$ cat src/rtl/lcd_pkg.sv
// Shared constants, state encoding and small lookups for the ST7920 line scheduler.
package lcd_pkg;

  localparam logic [7:0] RE_BASIC = 8'h30;
  localparam logic [7:0] DISP_ON  = 8'h0C;
  localparam logic [7:0] CLEAR    = 8'h01;
  localparam logic [7:0] ENTRY    = 8'h06;

  localparam logic [7:0] LINE0_ADDR = 8'h80;
  localparam logic [7:0] LINE1_ADDR = 8'h90;
  localparam logic [7:0] LINE2_ADDR = 8'h88;
  localparam logic [7:0] LINE3_ADDR = 8'h98;

  localparam int N_INIT_CMDS  = 5;
  localparam int LINE_BYTES   = 16;
  localparam int CLEAR_CMD_IX = 3;

  typedef enum logic [2:0] {
    ST_PWRUP,
    ST_INIT,
    ST_IDLE,
    ST_ARB,
    ST_ADDR,
    ST_DATA,
    ST_DONE
  } state_t;

  function automatic logic [7:0] init_cmd(input logic [2:0] ix);
    case (ix)
      3'd0, 3'd1: init_cmd = RE_BASIC;
      3'd2:       init_cmd = DISP_ON;
      3'd3:       init_cmd = CLEAR;
      default:    init_cmd = ENTRY;
    endcase
  endfunction

  function automatic logic [7:0] line_addr(input logic [1:0] line);
    case (line)
      2'd0:    line_addr = LINE0_ADDR;
      2'd1:    line_addr = LINE1_ADDR;
      2'd2:    line_addr = LINE2_ADDR;
      default: line_addr = LINE3_ADDR;
    endcase
  endfunction

endpackage

$ cat src/rtl/lcd_byte_wr.sv
// Byte engine: presents DB/RS at bc=0, pulses EN for bc=1..T_EN, completes at bc=L-1.
// Accepts a new byte in its completion cycle so consecutive bytes run back to back.
module lcd_byte_wr #(
  parameter int T_BYTE  = 3_600,
  parameter int T_CLEAR = 80_000,
  parameter int T_EN    = 25
) (
  input  logic       clk,
  input  logic       rst_n,
  input  logic       start,
  input  logic       rs,
  input  logic [7:0] data,
  input  logic       long_cmd,
  output logic       RS,
  output logic [7:0] DB,
  output logic       EN,
  output logic       ready,
  output logic       pre_ready
);

  localparam int TMAX = (T_CLEAR > T_BYTE) ? T_CLEAR : T_BYTE;
  localparam int CW   = $clog2(TMAX);

  logic          active;
  logic          long_q;
  logic [CW-1:0] bc;
  logic [CW-1:0] last_bc;

  assign last_bc   = long_q ? CW'(T_CLEAR - 1) : CW'(T_BYTE - 1);
  assign ready     = !active || (bc == last_bc);
  // One cycle of warning lets the requester settle rd_data before it is loaded.
  assign pre_ready = active && (bc == last_bc - CW'(1));

  // NOTE: state registers use non-blocking (<=) so every flop samples pre-edge values;
  // blocking here would make the result depend on statement order.
  always_ff @(posedge clk or negedge rst_n) begin
    if (!rst_n) begin
      active <= 1'b0;
      long_q <= 1'b0;
      bc     <= '0;
      RS     <= 1'b0;
      DB     <= 8'h00;
      EN     <= 1'b0;
    end else if (start && ready) begin
      active <= 1'b1;
      long_q <= long_cmd;
      bc     <= '0;
      RS     <= rs;
      DB     <= data;
      EN     <= 1'b0;
    end else if (active) begin
      EN <= (bc < CW'(T_EN));
      if (bc == last_bc) active <= 1'b0;
      else               bc     <= bc + CW'(1);
    end else begin
      EN <= 1'b0;
    end
  end

endmodule

$ cat src/rtl/lcd_line_sched.sv
// ST7920 bus owner: power-up wait, init command sequence, then round-robin
// rewriting of whole 16-byte display lines for up to four requesters.
module lcd_line_sched
  import lcd_pkg::*;
#(
  parameter int T_POWERUP = 2_000_000,
  parameter int T_BYTE    = 3_600,
  parameter int T_CLEAR   = 80_000,
  parameter int T_EN      = 25
) (
  input  logic       clk,
  input  logic       rst_n,
  input  logic [3:0] req,
  input  logic [7:0] rd_data,
  output logic [3:0] gnt,
  output logic [3:0] rd_idx,
  output logic [3:0] done,
  output logic       busy,
  output logic       init_done,
  output logic       RS,
  output logic       RW,
  output logic       PSB,
  output logic       EN,
  output logic [7:0] DB
);

  localparam int PW = ($clog2(T_POWERUP + 1) > 5) ? $clog2(T_POWERUP + 1) : 5;

  state_t        state_q, state_d;
  logic [PW-1:0] cnt;
  logic [1:0]    ptr, win, winner;
  logic [3:0]    pend, cand;
  logic          found;
  logic          start, wr_rs, long_cmd, wr_ready, pre_ready;
  logic [7:0]    wr_data;

  assign RW   = 1'b0;
  assign PSB  = 1'b1;
  assign busy = (state_q != ST_IDLE);

  lcd_byte_wr #(.T_BYTE(T_BYTE), .T_CLEAR(T_CLEAR), .T_EN(T_EN)) u_byte (
    .clk      (clk),
    .rst_n    (rst_n),
    .start    (start),
    .rs       (wr_rs),
    .data     (wr_data),
    .long_cmd (long_cmd),
    .RS       (RS),
    .DB       (DB),
    .EN       (EN),
    .ready    (wr_ready),
    .pre_ready(pre_ready)
  );

  // Requests seen in IDLE are latched so a one-cycle pulse still wins in ARB.
  always_comb begin
    cand   = pend | req;
    winner = ptr;
    found  = 1'b0;
    for (int i = 0; i < 4; i++) begin
      if (!found && cand[ptr + 2'(i)]) begin
        winner = ptr + 2'(i);
        found  = 1'b1;
      end
    end
  end

  // NOTE: every output of this block gets a default first, so no path leaves a
  // signal unassigned and no latch is inferred.
  always_comb begin
    state_d  = state_q;
    start    = 1'b0;
    wr_rs    = 1'b0;
    wr_data  = 8'h00;
    long_cmd = 1'b0;
    case (state_q)
      ST_PWRUP: if (cnt == PW'(T_POWERUP - 1)) state_d = ST_INIT;
      ST_INIT: begin
        if (wr_ready) begin
          if (cnt == PW'(N_INIT_CMDS)) begin
            state_d = ST_IDLE;
          end else begin
            start    = 1'b1;
            wr_data  = init_cmd(cnt[2:0]);
            long_cmd = (cnt == PW'(CLEAR_CMD_IX));
          end
        end
      end
      ST_IDLE: if (|req) state_d = ST_ARB;
      ST_ARB: begin
        if (found) begin
          start   = 1'b1;
          wr_data = line_addr(winner);
          state_d = ST_ADDR;
        end else begin
          state_d = ST_IDLE;
        end
      end
      ST_ADDR: begin
        if (wr_ready) begin
          start   = 1'b1;
          wr_rs   = 1'b1;
          wr_data = rd_data;
          state_d = ST_DATA;
        end
      end
      ST_DATA: begin
        if (wr_ready) begin
          if (cnt == PW'(LINE_BYTES - 1)) begin
            state_d = ST_DONE;
          end else begin
            start   = 1'b1;
            wr_rs   = 1'b1;
            wr_data = rd_data;
          end
        end
      end
      ST_DONE: state_d = ST_IDLE;
      default: state_d = ST_PWRUP;
    endcase
  end

  always_ff @(posedge clk or negedge rst_n) begin
    if (!rst_n) begin
      state_q   <= ST_PWRUP;
      cnt       <= '0;
      ptr       <= '0;
      win       <= '0;
      pend      <= '0;
      gnt       <= '0;
      done      <= '0;
      rd_idx    <= '0;
      init_done <= 1'b0;
    end else begin
      state_q <= state_d;
      done    <= '0;
      case (state_q)
        ST_PWRUP: cnt <= (state_d == ST_INIT) ? '0 : cnt + PW'(1);
        ST_INIT: begin
          if (start) cnt <= cnt + PW'(1);
          if (state_d == ST_IDLE) init_done <= 1'b1;
        end
        ST_IDLE: pend <= req;
        ST_ARB: begin
          pend <= '0;
          if (state_d == ST_ADDR) begin
            gnt <= 4'b0001 << winner;
            win <= winner;
          end
        end
        ST_ADDR: begin
          if (pre_ready) rd_idx <= '0;
          if (start)     cnt    <= '0;
        end
        ST_DATA: begin
          if (pre_ready && cnt != PW'(LINE_BYTES - 1)) rd_idx <= cnt[3:0] + 4'd1;
          if (start) cnt <= cnt + PW'(1);
          if (state_d == ST_DONE) begin
            gnt  <= '0;
            done <= gnt;
          end
        end
        ST_DONE: ptr <= win + 2'd1;
        default: ;
      endcase
    end
  end

endmodule

$ cat config.mk
export PLATFORM = sky130hd
export DESIGN_NAME = lcd_line_sched
export DESIGN_NICKNAME = d
export VERILOG_FILES = /design/src/rtl/lcd_pkg.sv /design/src/rtl/lcd_byte_wr.sv /design/src/rtl/lcd_line_sched.sv
export SDC_FILE = /design/constraint.sdc
export NUM_CORES = 1
export LEC_CHECK = 0
export ABC_CLOCK_PERIOD_IN_PS = 9400
export BUFFER_PORTS_ARGS = -buffer_cell sky130_fd_sc_hd__buf_2
export CAP_MARGIN = 40
export CORE_ASPECT_RATIO = 0.8
export CORE_UTILIZATION = 50
export CTS_CLUSTER_SIZE = 8
export DETAILED_ROUTE_END_ITERATION = 8
export GPL_ROUTABILITY_DRIVEN = 0
export PLACE_DENSITY = 0.73
export SYNTH_ARGS = -nofsm -noshare
export SYNTH_HDL_FRONTEND = slang
export SYNTH_HIERARCHICAL = 1
export SYNTH_SLANG_ARGS = --single-unit
$ cat constraint.sdc
create_clock -name clk -period 9.4 [get_ports clk]
set_input_delay 0.94 -clock clk [delete_from_list [all_inputs] [get_ports clk]]
set_output_delay 0.94 -clock clk [all_outputs]
set_load 0.05 [all_outputs]
# After elaboration in Yosys (flattened, before gate mapping)
# Index checks and enable logic that the tools add are counted.
[op_classes]
add_sub_neg = 8
order_cmp = 5
eq_ne = 30
shift = 1
n_mux = 66
n_bitwise = 1
reduce_logical = 28
[op_table]
columns = ["op", "n"]
rows = [
  ["17-bit two-way mux", 4],
  ["21-bit two-way mux", 3],
  ["21-bit one-hot mux with 3 select lines", 1],
  ["17-bit == test", 2],
  ["8-bit two-way mux", 4],
  ["8-bit one-hot mux with 4 select lines", 1],
  ["3-bit two-way mux", 8],
  ["4-bit two-way mux", 6],
  ["4-bit one-hot mux with 2 select lines", 3],
  ["1-bit two-way mux", 22],
  ["21-bit by 1-bit adder with 21-bit output (second input constant)", 1],
  ["21-bit by 2-bit == test with 1-bit output (second input constant)", 1],
  ["21-bit == test (second input constant)", 1],
  ["21-bit by 3-bit == test with 1-bit output (second input constant)", 1],
  ["21-bit by 4-bit == test with 1-bit output (second input constant)", 1],
  ["21-bit by 4-bit != test with 1-bit output (second input constant)", 1],
  ["3-bit one-hot mux with 7 select lines", 1],
  ["6-bit one-hot mux with 3 select lines", 1],
  ["17-bit by 1-bit adder with 17-bit output (second input constant)", 1],
  ["17-bit by 5-bit less-than comparator with 1-bit output (second input constant)", 1],
  ["17-bit by 1-bit subtractor with 17-bit output (second input constant)", 1],
  ["3-bit by 2-bit == test with 1-bit output (second input constant)", 5],
  ["3-bit == test (second input constant)", 5],
  ["5-bit one-hot mux with 3 select lines", 1],
  ["28 further kinds", 63],
]
[totals]
reg_bits = 74
input_bits = 14
output_inout_bits = 26
word_cells = 154

# Depth between registers and ports, before layout
[logic_depth]
depth_word = 18
mapped_depth = 14

# Cells and area by module
# Netlist, hierarchy kept.
[by_module_without_submodules]
columns = ["module", "n_inst", "cells_per_inst", "area_each_um2"]
rows = [
  ["lcd_line_sched", 1, 304, 2705.1],
  ["lcd_byte_wr", 1, 148, 1521.5],
]

# Worst setup path before layout
# No wires, ideal clock.
[synth_timing]
kind = "reg-to-reg"
from = "register u_byte.bc[5]"
to = "register u_byte.bc[6]"
setup_ns = 0.124
arrival_time_ns = 3.311
required_ns = 9.276
path_slack_ns = 5.965
stages_incl_launch_ff = 13
n_path_buf = 3
path_cell_list = "dfrtp_1 -> or3_1 -> o32a_1 -> o31ai_4 -> buf_4 -> nor3b_1 -> o31ai_2 -> nand3_1 -> clkbuf_1 -> or2_2 -> o41ai_2 -> buf_2 -> a211o_1"
[synth_via]
elab_chain_len = 7
word_cells_on_any_way = 14
[synth_rtl]
columns = ["element", "line", "text"]
rows = [
  ["start: declaration", "lcd_byte_wr.sv:26", "logic [CW-1:0] bc;"],
  ["start signal: assignment", "lcd_byte_wr.sv:54", "else bc <= bc + CW'(1);"],
  ["17-bit == test (*)", "lcd_byte_wr.sv:30", "assign ready = !active || (bc == last_bc);"],
  ["1-bit logical OR (*)", "lcd_byte_wr.sv:30", ""],
  ["named net wr_ready", "lcd_line_sched.sv:34", "logic start, wr_rs, long_cmd, wr_ready, pre_ready;"],
  ["1-bit two-way mux, on equally long branches", "lcd_line_sched.sv:108, lcd_line_sched.sv:79, lcd_line_sched.sv:100", ""],
  ["1-bit one-hot mux with 4 select lines (*)", "lcd_line_sched.sv:76", "case (state_q)"],
  ["named net start", "lcd_line_sched.sv:34", ""],
  ["1-bit logical AND (*)", "lcd_byte_wr.sv:44", "end else if (start && ready) begin"],
  ["2-bit by 1-bit != test with 1-bit output (no line) or 2-bit nonzero test (tied branches)", "--", ""],
  ["2-bit AND reduction (no line)", "--", ""],
]
# The timed path passes the listed nets; every way through them passes the cells marked *. The select of a mux whose other input is x is not followed.
# A chain may end at the register's enable or synchronous reset.

# Worst setup path after layout
[layout_timing]
from = "register u_byte.bc[7]"
to = "register u_byte.bc[9]"
# Same word-level chain as after synthesis.

==> results_dict.tcl <==
set metrics [dict create \
    syn_avg_cell_area_um2 9.35 \
    postCtsResizedCells 0 \
    port_buffers 37 \
    nets 507 \
    finClkSkew_ns 0.0151 \
    drc 0 \
    setup_ws_ns 5.57 \
    p_per_area_nw_per_um2 126 \
    antenna_found_initial 0 \
    slowest_delay_ns 0.55 \
    setup_tns_ns 0 \
    hold_class "flip-flop to flip-flop" \
    seq_area_frac_synth_pct 43.8 \
    period_share_pct 40.8 \
    syn2layout_area_growth_pct 11.2 \
    fin_crit_ns 3.83 \
    hpwlAfterDp_um 6820 \
    drt_wl_total_um 9490 \
    tightest_slew_ns 0.821 \
    cts_tree "built" \
    synth.distinct_cells 66 \
    cp.arrival_ns 4.09 \
    grt.overflow.total 0 \
    synth_seq_cells 74 \
    cts_buffer_depth 2 \
    max_cap_viol_count 0 \
    synthCells 452 \
    die_w_um 105 \
    viasPerCell 6.08 \
    drive_gt1_share_pct 16.9 \
    synth-edff-count 0 \
    fin_cells 598 \
    post_dp_cell_area_um2 4500 \
    io_pins 40 \
    p_seq_share_pct 53.8 \
    die_h_um 84.2 \
    core-area_um2 8060 \
    grt_pass1_vias 3191 \
    root_buffer "clkbuf_8" \
    drt_pass1_iterations 5 \
    dp_slack_ns 5.61 \
    cts_buffers 9 \
    drtIter0Drc 419 \
    wire_per_inst_um 15.9 \
    startpoint "u_byte/bc[7]" \
    grt_pass1_wl_um 16200 \
    grt_max_degree 45 \
    antenna_cells 0 \
    htree_levels 3 \
    crit_type "flip-flop to flip-flop" \
    fin_area_um2 4700 \
    setup_viol 0 \
    hold_path.startpoint "init_done" \
    path_cells "nor4_1 -> or2b_1 -> o31ai_4 -> nor3b_1 -> o31ai_2 -> nand3_1 -> or2_2 -> o41ai_2 -> buf_4 -> o21bai_1 -> a21o_1" \
    die_area_um2 8830 \
    ir_drop_uv 66.0 \
    max_freq_mhz 261 \
    ys_warn_count 6 \
    cp-start-kind "flip-flop" \
    r2r_start "u_byte/bc[7]" \
    cts.sinks 74 \
    start_util_pct 52.5 \
    combPwrFrac_pct 2.1 \
    p_switching_uw 143 \
    status "completed" \
    synth_area_um2 4230 \
    p_int_uw 448 \
    switching_share_pct 24.1 \
    hold_viol 0 \
    cellLeakagePower_uw 0.00213 \
    ys_async_sr_fraction_pct 100 \
    grt_usage_pct 23.3 \
    maxSlewViolCount 0 \
    rsz0062_at_grt "false" \
    cp-end-kind "flip-flop" \
    postCtsSetupRepairBufs 0 \
    critPathMaxFanout 15 \
    ant_nets 0 \
    hold_buffers 0 \
    crit_slowest_cell "o31ai_4" \
    finalPower_uw 591 \
    pwr-share-clk_pct 44.1 \
    synth_fp_nets 474 \
    dp.cells 582 \
    rows 29 \
    cp.required_ns 9.65 \
    route.vias.total 3634 \
    yosys_most_used_dff "dfrtp_1" \
    slew_headroom_pct 44.7 \
    clk_pin_slew_ns 0.08 \
    clk_latency_ns 0.36 \
]
-- worst max-delay path: cells and delay by family (launching register included) --
| family | cells | cell delay (ns) |
|---|---|---|
| and+or+nand+nor | 5 | 1.85 |
| AOI/OAI and AO/OA | 5 | 1.23 |
| DFF | 1 | 0.44 |
| buffers and inverters | 1 | 0.22 |
-- power groups by stage --
stage	combinational, µW	sequential [µW]	clock, µW
2_1_floorplan	2.43	324	0
3_3_place_gp	11.3	324	0
3_5_place_dp	12.6	324	0
4_1_cts	12.6	318	268
5_1_grt	14.0	318	282
6_report	12.2	318	260
-- cells in the mapped netlist, drive strengths merged (11+ instances only) --
cell type   n  share of area, %
nor2       31               2.8
nor3       11               1.3
dfrtp      74                44
nand3      31               3.8
inv        13               1.2
a31oi      13               1.9
o21ai      23               2.7
nand2      57               5.2
nand4      11               1.6
xnor2      15               3.1
buf        12               1.9
-- through the flow --
stage	hold WS (ns)	utilization (%)
after global placement	0.454	55.1
after global routing	0.491	58.4
after floorplan	0.451	-
final	0.472	58.4
after CTS	0.478	58.4
after detailed placement	0.459	55.8
-- worst paths after layout --
| check | end | slack [ns] | depth (start not counted) |
|---|---|---|---|
| min reg2reg | init_done | 0.47 | 1 |
| min | init_done | 0.47 | 1 |
| min in group asynchronous | u_byte/active | 0.50 | 1 |
| max in group asynchronous | cnt[3] | 8.32 | 2 |
| max | u_byte/bc[9] | 5.57 | 11 |
| max reg2reg | u_byte/bc[9] | 5.57 | 11 |
-- flip-flops by register name, indices dropped and copies added (netlist names) --
name           flops
win                2
u_byte/active      1
u_byte/bc         17
u_byte/RS          1
pend               4
rd_idx             4
ptr                2
cnt               21
u_byte/long_q      1
state_q            3
done               4
init_done          1
u_byte/EN          1
gnt                4
u_byte/DB          8
-- kinds of logic after synthesis --
group	share of synthesized area, %
simple gates	26.2
other cells	0.178
buf+inv	3.76
fa+ha+maj	2.37
xor+xnor	3.73
compound gates	16.8
flops	43.8
mux	3.14
-- cell type report --
cell class | instances | area (µm²)
Multi-Input combinational cell | 345 | 2220
Fill cell | 713 | 3350
Inverter | 13 | 48.8
Sequential cell | 74 | 1850
Tap cell | 108 | 135
Clock buffer | 9 | 124
Timing Repair Buffer | 42 | 244
Clock inverter | 7 | 82.6
-- placed cells by master (no fill, tap or decap), types with 7 or more instances in the layout --
cell      count
clkbuf_8      9
buf_2        36
a31oi_1      13
nor3_1       11
nand2_1      56
o21ai_0      23
nor2b_1       7
nor4_1       10
ha_1          8
nand2b_1      7
and3_1        9
nand3_1      30
nand4_1      11
nor2_1       31
a22o_1        7
inv_1        13
mux2_2       10
dfrtp_1      74
xnor2_1      15
-- layer usage --
layer / wire [µm] / part of all wire, % / global-route usage, %
met2: 4120 / 43 / 31.8
met3: 692 / 7.3 / 5.20
met1: 4580 / 48 / 36.3
met4: 107 / 1.1 / 7.04
met5: 0 / 0 / 0
Note: power is estimated with default switching activity, not from simulation.
